===== src/rtl/clk_ctrl_pkg.sv =====
// Shared types and constants for the clock/reset sequencer.
// State enum, default timing constants and the counter width helper.
package clk_ctrl_pkg;

    typedef enum logic [2:0] {
        PULSE,
        WAIT_LOCK,
        STABLE,
        RUN,
        FAULT
    } state_t;

    localparam int DEF_RST_PULSE_CYCLES    = 16;
    localparam int DEF_LOCK_TIMEOUT_CYCLES = 65536;
    localparam int DEF_STABLE_CYCLES       = 1024;
    localparam int DEF_MAX_RETRIES         = 3;

    // Width of a down-counter that must hold (max of a, b, c) - 1.
    function automatic int cnt_width(input int a, input int b, input int c);
        int m;
        m = a;
        if (b > m) m = b;
        if (c > m) m = c;
        return (m <= 2) ? 1 : $clog2(m);
    endfunction

endpackage


===== src/rtl/sync_2ff.sv =====
// Single-bit two-flop synchronizer, async active-low reset to 0.
// Ports: clk, rst_n, d (async input), q (synchronized output).
module sync_2ff (
    input  logic clk,
    input  logic rst_n,
    input  logic d,
    output logic q
);

    logic r_meta;
    logic r_sync;

    always_ff @(posedge clk or negedge rst_n) begin
        if (!rst_n) begin
            r_meta <= 1'b0;
            r_sync <= 1'b0;
        end else begin
            r_meta <= d;
            r_sync <= r_meta;
        end
    end

    assign q = r_sync;

endmodule


===== src/rtl/clock_reset_controller.sv =====
// MMCM reset/lock sequencer: pulses mmcm_reset, waits for lock with
// timeout and retries, requires a stable lock, then releases sys_rst.
// Ports: clk, rst_n, locked (async), reinit -> mmcm_reset, sys_rst,
// ready, fault, retry_cnt; lock_lost when CLK_CTRL_LOCK_LOSS_EN is set.
module clock_reset_controller
    import clk_ctrl_pkg::*;
#(
    parameter int RST_PULSE_CYCLES    = DEF_RST_PULSE_CYCLES,
    parameter int LOCK_TIMEOUT_CYCLES = DEF_LOCK_TIMEOUT_CYCLES,
    parameter int STABLE_CYCLES       = DEF_STABLE_CYCLES,
    parameter int MAX_RETRIES         = DEF_MAX_RETRIES
) (
    input  logic                               clk,
    input  logic                               rst_n,
    input  logic                               locked,
    input  logic                               reinit,
    output logic                               mmcm_reset,
    output logic                               sys_rst,
    output logic                               ready,
    output logic                               fault,
`ifdef CLK_CTRL_LOCK_LOSS_EN
    output logic                               lock_lost,
`endif
    output logic [$clog2(MAX_RETRIES+1)-1:0]   retry_cnt
);

    localparam int CW = cnt_width(RST_PULSE_CYCLES,
                                  LOCK_TIMEOUT_CYCLES,
                                  STABLE_CYCLES);
    localparam int RW = $clog2(MAX_RETRIES + 1);

    localparam logic [CW-1:0] C_PULSE  = CW'(RST_PULSE_CYCLES - 1);
    localparam logic [CW-1:0] C_TOUT   = CW'(LOCK_TIMEOUT_CYCLES - 1);
    localparam logic [CW-1:0] C_STABLE = CW'(STABLE_CYCLES - 1);
    localparam logic [RW-1:0] C_MAXR   = RW'(MAX_RETRIES);

    state_t          r_state;
    state_t          w_next;
    logic [CW-1:0]   r_cnt;
    logic [CW-1:0]   w_cnt_nxt;
    logic [RW-1:0]   r_retry;
    logic [RW-1:0]   w_retry_nxt;
    logic            w_locked_s;
    logic            r_mmcm_reset;
    logic            r_sys_rst;
    logic            r_ready;
    logic            r_fault;
`ifdef CLK_CTRL_LOCK_LOSS_EN
    logic            w_lost;
    logic            r_lock_lost;
`endif

    sync_2ff u_lock_sync (
        .clk   (clk),
        .rst_n (rst_n),
        .d     (locked),
        .q     (w_locked_s)
    );

    always_comb begin
        w_next      = r_state;
        w_retry_nxt = r_retry;
        w_cnt_nxt   = (r_cnt != '0) ? r_cnt - CW'(1) : r_cnt;
`ifdef CLK_CTRL_LOCK_LOSS_EN
        w_lost      = 1'b0;
`endif
        if (reinit) begin
            w_next      = PULSE;
            w_retry_nxt = '0;
        end else begin
            unique case (r_state)
                PULSE: begin
                    if (r_cnt == '0) w_next = WAIT_LOCK;
                end
                WAIT_LOCK: begin
                    if (w_locked_s) begin
                        w_next = STABLE;
                    end else if (r_cnt == '0) begin
                        if (r_retry < C_MAXR) begin
                            w_retry_nxt = r_retry + RW'(1);
                            w_next      = PULSE;
                        end else begin
                            w_next = FAULT;
                        end
                    end
                end
                STABLE: begin
                    // A dropout restarts the window without a retry.
                    if (!w_locked_s)       w_cnt_nxt = C_STABLE;
                    else if (r_cnt == '0)  w_next    = RUN;
                end
                RUN: begin
`ifdef CLK_CTRL_LOCK_LOSS_EN
                    if (!w_locked_s) begin
                        w_next      = PULSE;
                        w_retry_nxt = '0;
                        w_lost      = 1'b1;
                    end
`endif
                end
                FAULT: begin
                end
                default: w_next = PULSE;
            endcase
        end
        // Counter reloads on every entry, including PULSE re-entry.
        if (reinit || (w_next != r_state)) begin
            unique case (w_next)
                PULSE:     w_cnt_nxt = C_PULSE;
                WAIT_LOCK: w_cnt_nxt = C_TOUT;
                STABLE:    w_cnt_nxt = C_STABLE;
                default:   w_cnt_nxt = '0;
            endcase
        end
    end

    // Outputs are registered from the next state so they track r_state.
    always_ff @(posedge clk or negedge rst_n) begin
        if (!rst_n) begin
            r_state      <= PULSE;
            r_cnt        <= C_PULSE;
            r_retry      <= '0;
            r_mmcm_reset <= 1'b1;
            r_sys_rst    <= 1'b1;
            r_ready      <= 1'b0;
            r_fault      <= 1'b0;
        end else begin
            r_state      <= w_next;
            r_cnt        <= w_cnt_nxt;
            r_retry      <= w_retry_nxt;
            r_mmcm_reset <= (w_next == PULSE);
            r_sys_rst    <= (w_next != RUN);
            r_ready      <= (w_next == RUN);
            r_fault      <= (w_next == FAULT);
        end
    end

`ifdef CLK_CTRL_LOCK_LOSS_EN
    always_ff @(posedge clk or negedge rst_n) begin
        if (!rst_n)      r_lock_lost <= 1'b0;
        else if (w_lost) r_lock_lost <= 1'b1;
    end

    assign lock_lost = r_lock_lost;
`endif

    assign mmcm_reset = r_mmcm_reset;
    assign sys_rst    = r_sys_rst;
    assign ready      = r_ready;
    assign fault      = r_fault;
    assign retry_cnt  = r_retry;

endmodule


===== config.mk =====
export PLATFORM = sky130hd
export DESIGN_NAME = clock_reset_controller
export DESIGN_NICKNAME = d
export VERILOG_FILES = /design/src/rtl/clk_ctrl_pkg.sv /design/src/rtl/sync_2ff.sv /design/src/rtl/clock_reset_controller.sv
export SDC_FILE = /design/constraint.sdc
export NUM_CORES = 1
export LEC_CHECK = 0
export CAP_MARGIN = 20
export CORE_ASPECT_RATIO = 1.1
export CORE_UTILIZATION = 58
export DETAILED_ROUTE_END_ITERATION = 8
export PLACE_DENSITY = 0.82
export SYNTH_ARGS = -nofsm -noshare
export SYNTH_HDL_FRONTEND = slang
export SYNTH_SLANG_ARGS = --single-unit

===== constraint.sdc =====
create_clock -name clk -period 2.3 [get_ports clk]
set_input_delay 0.46 -clock clk [delete_from_list [all_inputs] [get_ports clk]]
set_output_delay 0.46 -clock clk [all_outputs]
set_load 0.005 [all_outputs]

* Word-level counts from Yosys, hierarchy flattened *
Cells that the tools add are included.

word-level totals
  output and inout port bits = 6
  register bits = 27
  word-level logic and storage cells = 52
  bits of input ports = 4

operators by class
  $add $sub $neg = 2
  multiplexer cells = 19
  equal/unequal tests = 11
  reductions and logical operators = 10
  $lt $le $gt $ge = 1

operators with widths
  cell                                                    number
  two-way mux 16 bit                                      5
  case mux 16 bit (3 select lines)                        1
  two-way mux 3 bit                                       7
  zero test 16 bit                                        1
  nonzero test 16 bit                                     1
  subtractor 16 x 1 -> 16 bit (second input constant)     1
  equality test 3 x 2 -> 1 bit (second input constant)    4
  case mux 3 bit (4 select lines)                         1
  two-way mux 2 bit                                       5
  equality test 3 x 1 -> 1 bit (second input constant)    2
  equality test 3 bit (second input constant)             2
  zero test 3 bit                                         2
  nonzero test 2 bit                                      3
  AND reduction 4 bit                                     1
  inequality test 3 x 2 -> 1 bit (second input constant)  1
  inequality test 3 bit                                   1
  adder 2 x 1 -> 2 bit (second input constant)            1
  less-than comparator 2 bit (second input constant)      1
  inequality test 2 bit (second input constant)           1
  OR reduction 2 bit                                      1
  logical OR 1 bit                                        1

* Longest topological paths before layout *
  word-level depth = 9
  depth in mapped cells = 8
  depth with buffers taken out = 7

* By module *
A second synthesis with hierarchy kept.

unflattened totals
  cell total of the unflattened synthesis = 156
  area total of the unflattened synthesis = 1,480.2 um^2

by module, submodules not included
  module                  cells each  instances  area an instance (um^2)
  clock_reset_controller  154         1          1,430.1
  sync_2ff                2           1          50.0

* Worst setup path before layout *
Ideal clock, no wire load.

  kind = register -> register
  start = register r_cnt[0]
  end = register r_cnt[3]
  buffers on the path = 1
  setup slack = 328 ps
  cell stages (with the launch flop) = 9
  library setup time = 73 ps
  arrival time = 1,899 ps
  data required time = 2,227 ps
  cell sequence = dfstp_2 > inv_1 > ha_1 > nor3b_1 > and4_1 > clkbuf_2 > or3_1 > xor2_1 > a21oi_1

between the ends
  longest elaborated chain between the ends = 8
  elaborated cells between the ends (all ways) = 21
  those cells by class = add/sub (1); eq/ne (3); mux (13); reduce/logical (4)

RTL lines
  element                                                                      RTL line                                                                                  source
  from (decl)                                                                  clock_reset_controller.sv:39                                                              logic [CW-1:0] r_cnt;
  from (signal assigned)                                                       clock_reset_controller.sv:129                                                             r_cnt <= w_cnt_nxt;
  zero test 16 bit                                                             clock_reset_controller.sv:73, clock_reset_controller.sv:78, clock_reset_controller.sv:90
  two-way mux 3 bit, on equally long branches                                  clock_reset_controller.sv:90, clock_reset_controller.sv:78
  two-way mux 3 bit, on equally long branches                                  clock_reset_controller.sv:89, clock_reset_controller.sv:76
  case mux 3 bit (4 select lines)                                              clock_reset_controller.sv:71                                                              unique case (r_state)
  two-way mux 3 bit                                                            clock_reset_controller.sv:67                                                              if (reinit) begin
  equality test 3 x 2 -> 1 bit (tied with other cells)                         clock_reset_controller.sv:108                                                             unique case (w_next)
  case mux 16 bit (3 select lines) / logical OR 1 bit (equally long branches)  clock_reset_controller.sv:108, clock_reset_controller.sv:107
  two-way mux 16 bit *                                                         clock_reset_controller.sv:107                                                             if (reinit || (w_next != r_state)) begin
  net w_cnt_nxt[3]                                                             clock_reset_controller.sv:40                                                              logic [CW-1:0] w_cnt_nxt;

Mark *: on every way through the listed nets, which the timed path passes. The rest lies on a longest branch.
A chain may end at the register's enable or synchronous reset.

* Final worst setup path *
  start = register r_cnt[3]
  end = register r_cnt[6]

The elaborated chain is that of the path after synthesis.

==> metrics.md <==
| Metric | Value |
|---|---|
| Worst-path fanout max | `10` |
| Die Span X | `between 50 and 60 um` |
| Crit path arrival time | `2.40 ns` |
| Clock latency on the worst-skew pair | `0.32 ns` |
| First-pass GRT wire length | `between 5000 and 6000 um` |
| Tot Pwr | `0.8058 mW` |
| Startpoint types | `flip-flop` |
| Root Driver | `clkbuf_4` |
| Comb pwr share | `0.111` |
| Clock transition at path regs | `0.15 ns` |
| Asr flop ratio synth | `1.000` |
| Max Clock Freq | `approximately 460 MHz` |
| Pins Over Slew Limit | `0` |
| Gr usage total | `0.2523` |
| Reg power frac | `0.640` |
| Overflow after GRT | `0` |
| Clock power share | `0.249` |
| Crit path time final | `2.169 ns` |
| TritonRoute pass-1 iters | `4` |
| TritonCTS clock tree | `built` |
| Switching Share | `0.2610` |
| Initial Util | `0.6145` |
| Leakage | `~0.72 nW` |
| Die area | `between 2000 and 3000 um^2` |
| Mapped Cells | `151` |
| Syn Nets | `~160` |
| Mapped cell area | `between 1500 and 2000 um^2` |
| Final Hold Viols | `0` |
| Int Pwr | `around 0.60 mW` |
| FP Rows | `19` |
| DR vias/cell | `around 6.2` |
| Num ports | `10` |
| Filler instances | `189` |
| Layout area overhead | `10.28%` |
| Top cells by area, synth | `dfrtp_1, dfstp_2, a21oi_1, nor4_4, xor2_1` |
| Via count | `1192` |
| Leading area contributor after synthesis | `dfrtp_1` |
| Peak supply drop | `0.2787 mV` |
| Die Span Y | `55.94 um` |
| Sequential share of the synthesized area | `0.4454` |
| Critical path class | `flip-flop to flip-flop` |
| CP Data Required Time | `between 2 and 3 ns` |
| Dpl hpwl | `between 2000 and 2500 um` |
| Fin crit share | `0.9430` |
| Post CTS Setup Buffer Count | `0` |
| Avg Cell Area, Syn | `around 10 um^2` |
| Net Sw Power | `0.2103 mW` |
| Drt initial violations | `17` |
| Worst Max-Slew Pin Slew | `between 0.5 and 0.6 ns` |
| DRC viols | `0` |
| Clk sink count | `27` |
| Layout cells sized above 1 | `0.1925` |
| Yosys top cell area share | `0.3426` |
| Syn. warnings | `0` |
| Final ANT Viol Nets | `0` |
| Slew HR | `0.6182` |
| Hold crit path type | `flip-flop to flip-flop` |
| RSZ-0062 raised after global routing | `no` |
| Synth cell types | `44` |
| Htree depth | `1` |
| Avg WL per Cell | `roughly 16 um` |
| Detailed Route WL | `3109 um` |
| Final Wtd Congestion | `around 0.84` |
| Ant. Diodes | `0` |
| Clk_skew | `about 0.013 ns` |
| Vias in the first global route | `between 1000 and 1500` |
| TritonCTS Buffers | `3` |
| FF-to-FF setup slack | `approximately 0.13 ns` |
| Max-Cap Viols | `0` |
| #FFs+latches synth | `27` |
| Buffers on Ports | `9` |
| Status | `finished clean` |
| NumNets Final | `169` |
| Clock Tree Buf Depth | `2` |
| Top FF cell, synth | `dfrtp_1` |
| Largest net degree at the start of global routing | `28` |
| Power Density | `476.4 nW/um^2` |
| Setup Viol. Count Final | `0` |
| Critical Path Sink Type | `flip-flop` |
| Initial antenna violation count | `0` |
| Number of flops mapped to enable cells by yosys | `0` |
| CORE AREA | `2496 um^2` |
| Setup_tns | `0 ns` |
-- per-stage QoR --
stage                     hold slack, ns  worst slack (ns)  instance area, um^2    util  std cells
after CTS                         0.3748           0.06117                 1687  0.6757        192
after detailed placement          0.3426           0.09394                 1659  0.6647        188
after global placement            0.3334            0.1735                 1659  0.6647        188
final                             0.3700            0.1312                 1692  0.6777        192
after global routing              0.3862           0.04372                 1692  0.6777        192
after floorplan                   0.1644            0.3280                 1534       -        151
-- path summary, 6_finish.rpt --
kind	start	endpoint	depth (start not counted)
max	r_cnt[3]	r_cnt[6]	6
min reg2reg	u_lock_sync.r_meta	u_lock_sync.q	0
max in group asynchronous	rst_n	r_cnt[1]	2
max reg2reg	r_cnt[3]	r_cnt[6]	6
min in group asynchronous	rst_n	fault	2
min	u_lock_sync.r_meta	u_lock_sync.q	0
-- flip-flops by register name, summed over array words and instances, names as in the netlist --
register / flops
fault: 1
mmcm_reset: 1
r_cnt: 16
r_state: 3
ready: 1
retry_cnt: 2
sys_rst: 1
u_lock_sync.q: 1
u_lock_sync.r_meta: 1
-- layout make-up --
class / count / area, um^2 / share of cell area
Clock buffer: 3 / 22.52 / 0.01331
Clock inverter: 1 / 5.005 / 0.002959
Inverter: 9 / 33.78 / 0.01997
Multi-Input combinational cell: 107 / 780.7 / 0.4615
Sequential cell: 27 / 683.2 / 0.4038
Tap cell: 31 / 38.79 / 0.02293
Timing Repair Buffer: 14 / 127.6 / 0.07544
-- worst max-delay path, stage by stage (launching register included) --
cell	delay, ns
dfstp_2	0.42
nor4_4	0.56
nand4_4	0.30
o21a_1	0.21
or2_0	0.23
buf_4	0.18
a21oi_1	0.17
-- power by group through the flow --
| stage | registers (mW) | logic [mW] | clock network (mW) |
|---|---|---|---|
| 3_3_place_gp | 0.523 | 0.0836 | 0 |
| 3_5_place_dp | 0.524 | 0.0875 | 0 |
| 5_1_grt | 0.519 | 0.100 | 0.226 |
| 4_1_cts | 0.516 | 0.0884 | 0.212 |
| 6_report | 0.516 | 0.0894 | 0.200 |
| 2_1_floorplan | 0.518 | 0.0617 | 0 |
-- Yosys cell counts (2+ instances only) --
master / count
nand3_1: 8
ha_1: 3
nor3_1: 4
xnor2_1: 6
clkbuf_1: 4
inv_1: 9
o21ai_0: 9
a21oi_2: 2
buf_2: 2
mux2i_1: 2
dfrtp_1: 21
nor4_1: 3
xor2_1: 7
a21oi_1: 15
nor2_1: 15
nand2_1: 6
nor4_4: 3
dfstp_2: 6
-- routing by layer --
layer / routed length (um) / share of wire / GRT usage / up-vias
li1: - / - / - / 559
met1: 1259 / 0.40 / 0.3136 / 581
met2: 1671 / 0.54 / 0.4492 / 48
met3: 152 / 0.049 / 0.02732 / 4
met4: 26 / 0.0084 / 0.07540 / 0
met5: 0 / 0 / 0 / -
-- cell families after synthesis --
| group | share of synthesized area |
|---|---|
| buffers and inverters | 0.04893 |
| adders and majority gates | 0.02447 |
| AOI/OAI and AO/OA | 0.1697 |
| xor gates and xnor gates | 0.07423 |
| DFF | 0.4453 |
| muxes | 0.01305 |
| and+or+nand+nor | 0.2243 |
-- placed cells by master, fill, tap and decap left out, types with 4 or more instances in the layout --
cell type,synthesis,routed
nand3_1,8,8
dfstp_2,6,6
xnor2_1,6,6
nand2_1,6,6
nor3_1,4,4
o21ai_0,9,9
clkdlybuf4s50_1,0,9
inv_1,9,9
nor2_1,15,15
a21oi_1,15,15
xor2_1,7,7
dfrtp_1,21,21
buf_4,0,5
-- repair_timing --
action	4_1_cts	5_1_grt
setup endpoints to repair	0	18
gates resized for setup	0	1
hold buffers	0	0
Power figures use the tool's default switching activity.
